==> src/rtl/inst_fetch_unit.sv <==
// IF stage: owns the PC, sequences the two-cycle instruction RAM read and
// loads the IF/ID register; handles stall, branch redirect, wrap and faults.
module inst_fetch_unit #(
  parameter logic [31:0] RESET_PC  = 32'h0000_0000,
  parameter int unsigned MEM_BYTES = 256
) (
  input  logic        clk,
  input  logic        reset,
  input  logic        stall,
  input  logic        branch_taken,
  input  logic [31:0] branch_target,
  output logic [31:0] imem_addr,
  output logic        imem_enable,
  input  logic [31:0] imem_data,
  output logic [31:0] ifid_instr,
  output logic [31:0] ifid_pc,
  output logic        ifid_valid,
  output logic        fetch_fault,
  output logic [31:0] fault_pc
);

  localparam logic [31:0] LAST_PC = 32'(MEM_BYTES) - 32'd4;

  typedef enum logic [1:0] {
    SETUP = 2'b00,
    READ  = 2'b01,
    FAULT = 2'b10
  } state_e;

  state_e      state_q, state_d;
  logic [31:0] pc_q, pc_d;
  logic        imem_enable_q, imem_enable_d;
  logic [31:0] ifid_instr_q, ifid_instr_d;
  logic [31:0] ifid_pc_q, ifid_pc_d;
  logic        ifid_valid_q, ifid_valid_d;
  logic        fetch_fault_q, fetch_fault_d;
  logic [31:0] fault_pc_q, fault_pc_d;
  logic        target_legal_s;
  logic [31:0] pc_next_seq_s;

  assign target_legal_s = (branch_target[1:0] == 2'b00) && (branch_target <= LAST_PC);
  // Wrap by compare-and-clear so non-power-of-two memory sizes also work.
  assign pc_next_seq_s  = (pc_q >= LAST_PC) ? 32'h0000_0000 : (pc_q + 32'd4);

  // Next-state, PC and IF/ID update logic.
  always_comb begin
    state_d       = state_q;
    pc_d          = pc_q;
    ifid_instr_d  = ifid_instr_q;
    ifid_pc_d     = ifid_pc_q;
    ifid_valid_d  = 1'b0;
    fetch_fault_d = fetch_fault_q;
    fault_pc_d    = fault_pc_q;
    case (state_q)
      SETUP: begin
        if (branch_taken) begin
          if (target_legal_s) begin
            pc_d = branch_target;
          end else begin
            state_d       = FAULT;
            fetch_fault_d = 1'b1;
            fault_pc_d    = branch_target;
          end
        end else if (stall) begin
          state_d = SETUP;
        end else begin
          state_d = READ;
        end
      end
      READ: begin
        if (branch_taken) begin
          if (target_legal_s) begin
            pc_d    = branch_target;
            state_d = SETUP;
          end else begin
            state_d       = FAULT;
            fetch_fault_d = 1'b1;
            fault_pc_d    = branch_target;
          end
        end else if (stall) begin
          state_d = READ;
        end else begin
          ifid_instr_d = imem_data;
          ifid_pc_d    = pc_q;
          ifid_valid_d = 1'b1;
          pc_d         = pc_next_seq_s;
          state_d      = SETUP;
        end
      end
      FAULT: begin
        state_d = FAULT;
      end
      default: begin
        state_d = SETUP;
      end
    endcase
    // Enable is registered from the next state so it is high exactly in READ.
    imem_enable_d = (state_d == READ);
  end

  // State and output registers with synchronous reset.
  always_ff @(posedge clk) begin
    if (reset) begin
      state_q       <= SETUP;
      pc_q          <= RESET_PC;
      imem_enable_q <= 1'b0;
      ifid_instr_q  <= 32'h0000_0000;
      ifid_pc_q     <= 32'h0000_0000;
      ifid_valid_q  <= 1'b0;
      fetch_fault_q <= 1'b0;
      fault_pc_q    <= 32'h0000_0000;
    end else begin
      state_q       <= state_d;
      pc_q          <= pc_d;
      imem_enable_q <= imem_enable_d;
      ifid_instr_q  <= ifid_instr_d;
      ifid_pc_q     <= ifid_pc_d;
      ifid_valid_q  <= ifid_valid_d;
      fetch_fault_q <= fetch_fault_d;
      fault_pc_q    <= fault_pc_d;
    end
  end

  assign imem_addr   = pc_q;
  assign imem_enable = imem_enable_q;
  assign ifid_instr  = ifid_instr_q;
  assign ifid_pc     = ifid_pc_q;
  assign ifid_valid  = ifid_valid_q;
  assign fetch_fault = fetch_fault_q;
  assign fault_pc    = fault_pc_q;

endmodule

==> config.mk <==
export PLATFORM = sky130hd
export DESIGN_NAME = inst_fetch_unit
export DESIGN_NICKNAME = d
export VERILOG_FILES = /design/src/rtl/inst_fetch_unit.sv
export SDC_FILE = /design/constraint.sdc
export NUM_CORES = 1
export LEC_CHECK = 0
export BUFFER_PORTS_ARGS = -buffer_cell sky130_fd_sc_hd__clkbuf_2
export CAP_MARGIN = 20
export CORE_MARGIN = 2
export CORE_UTILIZATION = 52
export CTS_CLUSTER_SIZE = 24
export DETAILED_ROUTE_END_ITERATION = 7
export GPL_TIMING_DRIVEN = 0
export PLACE_DENSITY_LB_ADDON = 0.1
export SLEW_MARGIN = 40
export SYNTH_ARGS = -nofsm -noshare
export SYNTH_HDL_FRONTEND = slang
export SYNTH_SLANG_ARGS = --single-unit
==> constraint.sdc <==
create_clock -name clk -period 4 [get_ports clk]
set_clock_uncertainty 0.15 [all_clocks]
set_input_delay 0.2 -clock clk [delete_from_list [all_inputs] [get_ports clk]]
set_output_delay 0.2 -clock clk [all_outputs]
set_load 0.05 [all_outputs]
**Word level (Yosys, flattened, before mapping)**

Cells that the tools add are included.

- $add $sub $neg: 1
- Bitwise gates (word level): 4
- Eq/ne operators: 5
- Reduce and logical (&&, ||, !) cells: 9
- Mux-type cells: 14
- $lt $le $gt $ge: 2

Operators with widths:

| operator | number |
|---|---|
| 32-bit 2-to-1 mux | 5 |
| 32-bit case mux with 2 select lines | 1 |
| 32-bit by 3-bit adder with 32-bit output (second input constant) | 1 |
| 32-bit by 8-bit greater-or-equal comparator with 1-bit output (second input constant) | 1 |
| 32-bit by 8-bit <= comparator with 1-bit output (second input constant) | 1 |
| 3-bit AND reduction | 3 |
| 2-bit 2-to-1 mux | 4 |
| 2-bit case mux with 3 select lines | 1 |
| 2-bit by 1-bit equality test with 1-bit output (second input constant) | 2 |
| 2-bit zero test | 2 |
| 1-bit inverter | 4 |
| 1-bit 2-to-1 mux | 3 |
| 3-bit inequality test (second input constant) | 1 |
| 3-bit OR reduction | 1 |
| 2-bit equality test (second input constant) | 1 |
| 2-bit inequality test (second input constant) | 1 |
| 2-bit nonzero test | 1 |
| 2-bit OR reduction | 1 |
| 1-bit logical AND | 1 |

- Register bits after elaboration: 133
- Output and inout bits: 131
- Bits of input ports: 68
- Word-level logic and storage cells: 43

**Logic depth before layout (Yosys ltp)**

- Depth after elaboration: 6
- Gate-level depth with buffers: 8
- Gate-level depth less buffers: 6

**Least setup slack after synthesis**

No wires, ideal clock.

- Path type: register to register
- Start: register pc_q[2] (netlist: imem_addr[2])
- End: register pc_q[5] (netlist: imem_addr[5])
- Path buffers: 1
- Slack: 1.511 ns
- Cell stages (with the launch flop): 8
- Period minus slack after synthesis: 2.489 ns
- Library setup time: 0.100 ns
- Data arrival time: 2.240 ns
- Required time: 3.750 ns
- Cells stage by stage: dfxtp_1 > ha_1 > and4_1 > and2_1 > or3_1 > buf_6 > a22o_4 > a2111oi_4

- Word-level cells in the longest chain between the ends: 5
- Elaborated cells on any way between the ends: 6
- Classes of those cells: add/sub: 1; order compare: 1; mux: 4

RTL lines:

| what | line | source |
|---|---|---|
| from (decl) | 31 | `logic [31:0] pc_q, pc_d;` |
| from (signal assigned) | 114 | `pc_q <= pc_d;` |
| 32-bit by 3-bit adder with 32-bit output or 32-bit by 8-bit greater-or-equal comparator with 1-bit output (tied branches) | 43 | `assign pc_next_seq_s = (pc_q >= LAST_PC) ? 32'h0000_0000 : (pc_q + 32'd4);` |
| 32-bit 2-to-1 mux * | 43 |  |
| 32-bit 2-to-1 mux * | 80 | `end else if (stall) begin` |
| 32-bit 2-to-1 mux * | 71 | `if (branch_taken) begin` |
| 32-bit case mux with 2 select lines * | 54 | `case (state_q)` |

Mark *: on every way between the ends. The rest lies on a longest branch, timed or not. The select of a mux whose other input is x is not followed.
A chain may end at the register's enable or synchronous reset.

**Worst setup path in the final report**

- Start: input branch_target[11]
- End: register pc_q[30] (netlist: imem_addr[30])

- Word-level cells in the longest chain between the ends: 5
- Elaborated cells on any way between the ends: 6
- Classes of those cells: order compare: 1; mux: 4; reduce/logical: 1

RTL lines:

| what | line | source |
|---|---|---|
| from (decl) | 11 | `input logic [31:0] branch_target,` |
| 32-bit by 8-bit <= comparator with 1-bit output * | 41 | `assign target_legal_s = (branch_target[1:0] == 2'b00) && (branch_target <= LAST_PC);` |
| 1-bit logical AND * | 41 |  |
| 32-bit 2-to-1 mux * | -- |  |
| 32-bit 2-to-1 mux (on tied branches) | -- |  |
| 32-bit case mux with 2 select lines * | -- |  |

Marked as above.

==> flow_summary.yaml <==
status:
  status: "finished, final reports clean"
floorplanning:
  fp.dieArea_um2: 10400
  die_x_um: 102.0
  core-area_um2: 9284
  ioPinCount: 199
  initial_core_util: 0.5377
  die_y_um: 102.0
  rows: 35
pwr:
  total_leakage_power_nw: 3.107
  worst_ir_drop_vdd_mv: 0.2847
  internal_power_mw: 2.329
  p_per_area_nw_per_um2: 439.3
  clock_power_share: 0.455
  power_mw: 3.235
  total_switching_power_uw: 905.9
  portion_of_total_power_attributed_to_combinational_logic: 0.118
  p_seq_frac: 0.427
  switching_share: 0.2800
worst_hold_path:
  hold_depth: 2
  min_from: "reset"
  worst_hold_path_type: "input port to flop"
  worst_hold_path.endpoint: "imem_addr[5]$_SDFFE_PP0P_"
logic_synthesis:
  predominant_post_synthesis_flop_cell: "dfxtp_1"
  number_of_instances_in_the_synthesized_netlist: 603
  netlist-cell-type-count: 47
  ys_seq_elements: 133
  yosys_warnings: 0
  synth_enable_flop_cells: 0
  postSynthNetCount: 672
  seq_area_frac_synth: 0.5333
  synth_async_sr_flop_share: 0
  synth.avg_cell_area_um2: 8.279
  synthesis.area_um2: 4992
drt:
  detailedRoute.firstIterationViolations: 222
  first_pass_iters: 5
  route.detailed.drc: 0
  antenna_left: 0
  post_drt_wl_per_cell_um: 15.56
  via_per_inst: 5.221
  routed_wl_um: 15980
  detailroute.via_count: 5362
cells_and_area:
  diodes: 0
  post_route_cells_drive_above_1_share: 0.2895
  finish.utilization: 0.7933
  sequential_standard_cell_area_um2: 2663
  finalInstanceArea_um2: 7365
  layout.cells.most_common_list: "nand2_1 (201), clkbuf_2 (198), dfxtp_1 (133)"
  final_nets: 954
  most_common_cell_after_layout_fill_and_taps_aside: "nand2_1"
  stdcell_count: 1027
  layout-area-overhead-vs-synth_pct: 47.52
  multi_input_logic_area_um2: 2103
  fill_cells: 649
setup_path:
  crit_path_max_incr_delay_ps: 570
  critPathRequiredTime_ps: 4250
  slowest_stage: "dlygate4sd3_1"
  rrSetupSlack_ps: 1530
  arrival_ps: 2840
  cp-start-kind: "input port"
  timing.reg2reg.worst_path_depth: 6
  critical_path.cell_chain: "dlygate4sd3_1, clkbuf_2, nor4_1, nand4_1, o31ai_2, a21oi_1, clkbuf_1, and2_1"
  critical_path.reg2reg.startpoint: "state_q[1]$_SDFF_PP0_"
  worst-path-max-fanout: 10
  worst-setup-path-type: "input port to flop"
  end_kind: "flop"
  critical_path.reg2reg.endpoint: "ifid_pc[2]$_SDFFE_PP0P_"
sta:
  final_min_period_over_clock_period: 0.6473
  worstMarginPinSlew_ps: 836.1
  setup_tns_ps: 0
  fin_crit_ps: 2589
  timing.fmax_mhz: 386.2
  setup_viol_count_final: 0
  hold_viol: 0
  finalMaxSlewViolations: 0
  max_slew_margin: 0.4426
  layout_setup_ws_ps: 1411
  holdWs_ps: 40.07
  rsz0062_at_grt: "no"
clocking:
  cts_buffer_count: 17
  post-cts-setup-buffers: 0
  worstSkewPairLatency_ps: 510
  cts.path.max_buffers: 2
  ctsResizeCount: 0
  cts_sinks: 133
  tritoncts: "built"
  cts-hold-fix-buffers: 66
  clock_tree.root_cell: "clkbuf_8"
  path_clk_slew_ps: 60
  htree_levels: 4
placement:
  placed_cells_incl_taps: 929
  preCtsSetupSlack_ps: 1599
  post_detailed_placement_half_perimeter_wirelength_um: 10290
  globalplace.congestion: 0.8306
  dpl_cell_area_um2: 6145
  port_buffers: 197
grt:
  grt_pass1_wl_um: 24190
  global_route.usage.total: 0.2988
  grt_antenna_before_repair: 0
  grt_remaining_overflow: 0
  grt_pass1_vias: 5166
  largest_net_degree_at_the_start_of_global_routing: 17
run:
  drv.max_cap_violation_count: 0
[worst max-delay path by stage]
stage                                          from                    endpoint  slack (ps)  cells after the start
after floorplan           imem_addr[2]$_SDFFE_PP0P_   imem_addr[5]$_SDFFE_PP0P_        1510                      7
after global placement             branch_target[8]  imem_addr[22]$_SDFFE_PP0P_        1630                      7
after detailed placement           branch_target[8]  imem_addr[29]$_SDFFE_PP0P_        1600                      7
after CTS                     state_q[1]$_SDFF_PP0_     ifid_pc[2]$_SDFFE_PP0P_        1530                      6
after global routing          state_q[1]$_SDFF_PP0_     ifid_pc[2]$_SDFFE_PP0P_        1310                      6
final                             branch_target[11]  imem_addr[30]$_SDFFE_PP0P_        1410                      8
[power by group through the flow]
stage	combinational, mW	clock [mW]	sequential, mW
global route	0.405	1.55	1.38
global placement	0.315	0	1.41
floorplan	0.113	0	1.51
CTS	0.373	1.48	1.38
detailed placement	0.321	0	1.41
finish	0.381	1.47	1.38
[logic make-up (layout without fill, tap and decap cells)]
group | Yosys count | count (layout) | synth area share
XOR/XNOR | 1 | 1 | 0.001755
adder cells (fa/ha/maj) | 1 | 1 | 0.002506
multiplexers | 1 | 1 | 0.002005
AND/OR/NAND/NOR | 287 | 287 | 0.2609
buffers and inverters | 50 | 345 | 0.04637
flip-flops | 133 | 133 | 0.5333
AO/OA/AOI/OAI | 130 | 130 | 0.1531
[layout make-up]
type / instances / area share
plain buffers: 40 / 0.02633
clock inverters: 15 / 0.01971
well taps: 129 / 0.02192
flip-flops and latches: 133 / 0.3615
clock buffers: 17 / 0.05624
repair buffers: 263 / 0.2236
multi-input cells: 420 / 0.2856
inverters: 10 / 0.005097
[flip-flops by register name, summed over array words and instances (netlist names)]
signal       count
fetch_fault      1
ifid_instr      32
imem_addr       32
fault_pc        32
ifid_valid       1
imem_enable      1
state_q          2
ifid_pc         32
[synth_stat cells, drive strengths merged, types with 2 or more instances]
master | n | area [µm²]
nor2 | 18 | 82.58
inv | 10 | 37.54
nor3 | 8 | 40.04
o221a | 2 | 22.52
a31oi | 3 | 18.77
nor4 | 19 | 156.4
dfxtp | 133 | 2663
nand2 | 201 | 754.5
or3 | 2 | 12.51
nand2b | 2 | 12.51
and4 | 3 | 26.28
o21ai | 3 | 15.01
nand3 | 4 | 20.02
and3 | 3 | 18.77
and2 | 16 | 100.1
buf | 12 | 87.58
nand4 | 7 | 43.79
a21oi | 108 | 555.5
clkbuf | 28 | 106.4
[per-layer routing]
layer | part of all wire | routed length, µm | vias up | track usage
met1 | 0.40 | 6472 | 2475 | 0.3478
li1 | - | - | 2595 | -
met5 | 0 | 0 | - | 0
met2 | 0.49 | 7801 | 244 | 0.5142
met4 | 0.031 | 494 | 0 | 0.1313
met3 | 0.076 | 1212 | 48 | 0.08413
[critical path, delay by kind of cell]
family	cells	cell delay [ps]
simple gates	3	910
buf+inv	3	1000
compound gates	2	720
Note: power is estimated with default switching activity, not from simulation.
